## config.mk

```make
export PLATFORM = sky130hd
export DESIGN_NAME = fifo_byte_drain
export DESIGN_NICKNAME = d
export VERILOG_FILES = /design/src/rtl/fifo_byte_drain.sv
export SDC_FILE = /design/constraint.sdc
export NUM_CORES = 1
export LEC_CHECK = 0
export CAP_MARGIN = 20
export CORE_UTILIZATION = 30
export CTS_BUF_LIST = sky130_fd_sc_hd__clkbuf_8
export DETAILED_ROUTE_END_ITERATION = 6
export GPL_TIMING_DRIVEN = 0
export PLACE_DENSITY = 0.56
export SLEW_MARGIN = 20
export SYNTH_ARGS = -nofsm -noshare
export SYNTH_HDL_FRONTEND = slang
export SYNTH_SLANG_ARGS = --single-unit
```

## constraint.sdc

```tcl
create_clock -name clock -period 3.7 [get_ports clock]
set_clock_uncertainty 0.2 [all_clocks]
set_input_delay 0.74 -clock clock [delete_from_list [all_inputs] [get_ports clock]]
set_output_delay 0.74 -clock clock [all_outputs]
set_load 0.02 [all_outputs]
```

## src/rtl/fifo_byte_drain.sv

```systemverilog
// Pops words from the circular word FIFO and streams each one out MSB byte first
// over an 8-bit valid/ready interface, while mirroring the FIFO occupancy.
module fifo_byte_drain #(
  parameter int WIDTH    = 32,
  parameter int DEPTH    = 32,
  parameter int CNTWIDTH = 6
) (
  input  logic                clock,
  input  logic                reset,
  input  logic                new_data,
  input  logic [WIDTH-1:0]    fifo_data,
  output logic                out_data,
  output logic [7:0]          byte_out,
  output logic                byte_valid,
  input  logic                byte_ready,
  output logic                last_byte,
  output logic [CNTWIDTH-1:0] level,
  output logic                empty,
  output logic                overflow
);

  localparam int NBYTES = WIDTH / 8;
  localparam int IDXW   = (NBYTES > 1) ? $clog2(NBYTES) : 1;

  typedef enum logic [1:0] {IDLE, POP, SEND} state_t;

  state_t              state;
  logic [IDXW-1:0]     idx;
  logic [WIDTH-1:0]    shreg;
  logic [CNTWIDTH-1:0] level_nxt;
  logic                full;
  logic                ovf_set;
  logic                accept;
  logic                last_idx;

  assign full       = (level == CNTWIDTH'(DEPTH));
  assign empty      = (level == '0);
  assign byte_valid = (state == SEND);
  assign accept     = byte_valid && byte_ready;
  assign last_idx   = (idx == IDXW'(NBYTES - 1));
  assign last_byte  = byte_valid && last_idx;
  assign byte_out   = byte_valid ? shreg[WIDTH-1 -: 8] : 8'h00;

  // A write into a full FIFO is lost; a simultaneous pop makes room for it.
  always_comb begin
    level_nxt = level;
    ovf_set   = 1'b0;
    if (new_data && !out_data) begin
      if (full) ovf_set   = 1'b1;
      else      level_nxt = level + CNTWIDTH'(1);
    end else if (out_data && !new_data) begin
      level_nxt = level - CNTWIDTH'(1);
    end
  end

  always_ff @(posedge clock or posedge reset) begin
    if (reset) begin
      state    <= IDLE;
      out_data <= 1'b0;
      idx      <= '0;
      level    <= '0;
      overflow <= 1'b0;
    end else begin
      level    <= level_nxt;
      out_data <= 1'b0;
      if (ovf_set) overflow <= 1'b1;
      case (state)
        IDLE: begin
          if (level != '0) begin
            state    <= POP;
            out_data <= 1'b1;
          end
        end
        POP: begin
          state <= SEND;
          idx   <= '0;
        end
        SEND: begin
          if (accept) begin
            idx <= idx + IDXW'(1);
            // Chain straight into the next pop using the post-update level.
            if (last_idx) begin
              if (level_nxt != '0) begin
                state    <= POP;
                out_data <= 1'b1;
              end else begin
                state <= IDLE;
              end
            end
          end
        end
        default: state <= IDLE;
      endcase
    end
  end

  // Datapath register: only ever read while in SEND, so it needs no reset.
  always_ff @(posedge clock) begin
    if (state == POP)
      shreg <= fifo_data;
    else if (accept)
      shreg <= shreg << 8;
  end

endmodule

```

==> flow_summary_export.csv <==
group,metric,value,unit
grt,grt_pass1_wl,6650,um
grt,grt.total_usage,11.7,%
clock_tree,clock_path_buffers,2,
finish,n_fill_cell,655,
finish,final_nets,266,
grt,busiest_layer,"met2",
floorplanning,row_count,30,
sta,setup_viol,0,
routing,first_iter_violations,52,
synth,synth.distinct_cells,39,
setup_path,crit_arrival,2.28,ns
setup_path,endpoint_kind,"output pin",
sta,maxSlewHeadroom,62.4,%
routing,wl_per_cell,12.4,um
finish,drive_above_1_share,17.1,%
synth,syn_area_per_cell,13.0,sq um
clock_tree,cts_max_level,2,
setup_path,cp_max_fo,8,
clock_tree,cts_root_buf,"clkbuf_8",
worst_hold_path,holdCritStartpoint,"overflow",
synth,syn_inst,166,
worst_hold_path,worstHoldPathType,"reg2reg",
power,powerDensity,824,nW/um^2
floorplanning,ios,55,
grt,met2_usage,17.9,%
grt,gr-total-overflow,0,
setup_path,worstReg2RegStart,"level[0]",
placed_design,gp_congestion,0.864,
finish,antennaDiodeCount,0,
finish,syn_to_final_growth,37.0,%
synth,yosysSeqAreaShare,58.6,%
routing,vias_per_cell,4.51,
clock_tree,cts_tree,"built",
grt,met3_usage,3.05,%
flow_run,drv_cap,0,
sta,rsz0062_at_grt,"no",
clock_tree,cts_resized,0,
floorplanning,dieArea,7520,sq um
setup_path,critPathLaunch,"level[0]",
sta,setup_ws,0.480,ns
clock_tree,postCtsSetupRepairBufs,0,
grt,grt_start_max_net_pins,25,
placed_design,portBuffers,53,
synth,syn_area,2150,sq um
sta,layout_min_cycle_time,3.22,ns
routing,dr.pass1.iters,4,
clock_tree,cts_hold_buf,0,
synth,yosysWarnings,0,
setup_path,critical-path-slowest-cell,"clkdlybuf4s50_1",
clock_tree,clk_pin_slew,0.08,ns
setup_path,r2r_slack,0.72,ns
placed_design,post-dp-hpwl,2980,um
synth,synth_top_cell_by_area,"edfxtp_1",
grt,met1_usage,16.1,%
synth,synth_area_leaders,"edfxtp_1 45%, dfrtp_1 14%, mux2_2 13%",
setup_path,crit_path_max_incr_delay,0.60,ns
grt,antenna_found_initial,0,
floorplanning,core,6870,sq um
routing,ant_nets,0,
routing,route.vias.total,1461,
setup_path,path_class,"reg2out",
floorplanning,die_h,86.7,um
clock_tree,clk_latency,0.29,ns
floorplanning,die_w,86.7,um
grt,grt_pass1_vias,1381,
setup_path,start_kind,"flip-flop",
synth,synth_enable_flop_cells,32,
synth,synthArstFlopShare,27.3,%
synth,ys.flop_type,"edfxtp_1",
synth,syn-num-nets,205,
sta,fin_crit_sh,87.0,%
floorplanning,start_util,31.3,%
sta,drv_slew,0,
setup_path,crit_required,2.76,ns
clock_tree,numCtsBuffers,5,
sta,hold_viol,0,
synth,ys_ff_latch,44,
outcome,status,"completed",
finish,final_util,43.0,%
synth,yosysTopAreaCellShare,44.6,%
power,vdd_ir_drop_max,0.223,mV
setup_path,crit_chain,"inv_1 > ha_1 > or4b_4 > nor2_1 > clkdlybuf4s50_1",
placed_design,pre_cts_ws,0.703,ns
clock_tree,cts_sinks,44,
routing,drc,0,
sta,max_freq,311,MHz
power,leakage,0.00107,uW
routing,finalWirelength,4020,um
sta,worstMarginPinSlew,0.564,ns
==> placed cells by master, fill, tap and decap left out, types with 2 or more instances in the layout <==
cell type        netlist  routed
clkbuf_1               7       7
a211oi_1               2       2
nand2b_1               2       2
xnor2_1                2       2
clkbuf_8               0       5
nand2_1                5       5
buf_2                  2       2
o31a_1                 2       2
a21oi_1                5       5
nor3_1                 4       4
dfrtp_1               12      12
o21ai_0                5       5
mux2_2                24      24
ha_1                   3       3
nand3_1                5       5
xor2_1                 3       3
and2_1                18      18
nor2b_1                2       2
inv_1                  7       8
clkdlybuf4s50_1        0      53
nor2_1                 4       4
edfxtp_1              32      32
==> flip-flops by register name, summed over array words and instances, names as in the netlist <==
| name | count |
|---|---|
| shreg | 32 |
| level | 6 |
| idx | 2 |
| state | 2 |
| out_data | 1 |
| overflow | 1 |
==> report_power, final <==
part           switching, uW  internal [uW]
clock network            156            198
logic                    540            550
registers                110            878
total                    806           1630
==> cell families after synthesis <==
logic type	Yosys count	synth area share, %
muxes	24	12.6
and+or+nand+nor	48	13.4
DFF	44	58.6
buffers and inverters	17	3.43
xor gates and xnor gates	5	2.03
AOI/OAI and AO/OA	25	8.31
adders and majority gates	3	1.74
==> synth_stat cells, types with 3 or more instances <==
library cell / instances
dfrtp_1: 12
clkbuf_1: 7
inv_1: 7
edfxtp_1: 32
nor2_1: 4
a21oi_1: 5
nor3_1: 4
nand2_1: 5
xor2_1: 3
nand3_1: 5
ha_1: 3
mux2_2: 24
o21ai_0: 5
and2_1: 18
==> cell type report <==
class | instances | area, sq um | share of cell area (%)
timing repair buffer | 54 | 558 | 18.9
inverter | 7 | 26.3 | 0.891
multi-input combinational | 105 | 830 | 28.1
clock buffer | 5 | 68.8 | 2.33
tap | 96 | 120 | 4.07
clock inverter | 3 | 38.8 | 1.31
sequential | 44 | 1260 | 42.7
buffer | 10 | 47.5 | 1.61
==> layer usage <==
metal | wire [um] | vias to the layer above
met4 | 57 | 0
met2 | 1880 | 40
li1 | - | 727
met1 | 1920 | 687
met5 | 0 | -
met3 | 166 | 7
==> stage by stage <==
step | power [uW] | instances | area, sq um | setup TNS (ns) | hold slack [ns]
final | 2430 | 324 | 2950 | 0 | 0.288
after global routing | 2600 | 324 | 2950 | 0 | 0.320
after CTS | 2460 | 324 | 2950 | 0 | 0.294
after detailed placement | 2100 | 316 | 2840 | 0 | 0.267
after global placement | 2040 | 315 | 2800 | -15.28 | 0.281
after floorplan | 1690 | 166 | 2150 | 0 | 0.302
==> path summary, 6_finish.rpt <==
kind | endpoint | cells past startpoint
max reg2reg | out_data | 8
max in group asynchronous | level[5] | 2
max | empty | 5
min reg2reg | overflow | 1
min | overflow | 1
min in group asynchronous | overflow | 2
==> critical path: cells and delay by family, from the launching register on <==
family / cells / cell delay (ns)
adders and majority gates: 1 / 0.19
and+or+nand+nor: 2 / 0.61
DFF: 1 / 0.48
buffers and inverters: 2 / 0.72
(Power assumes the default switching activity.)
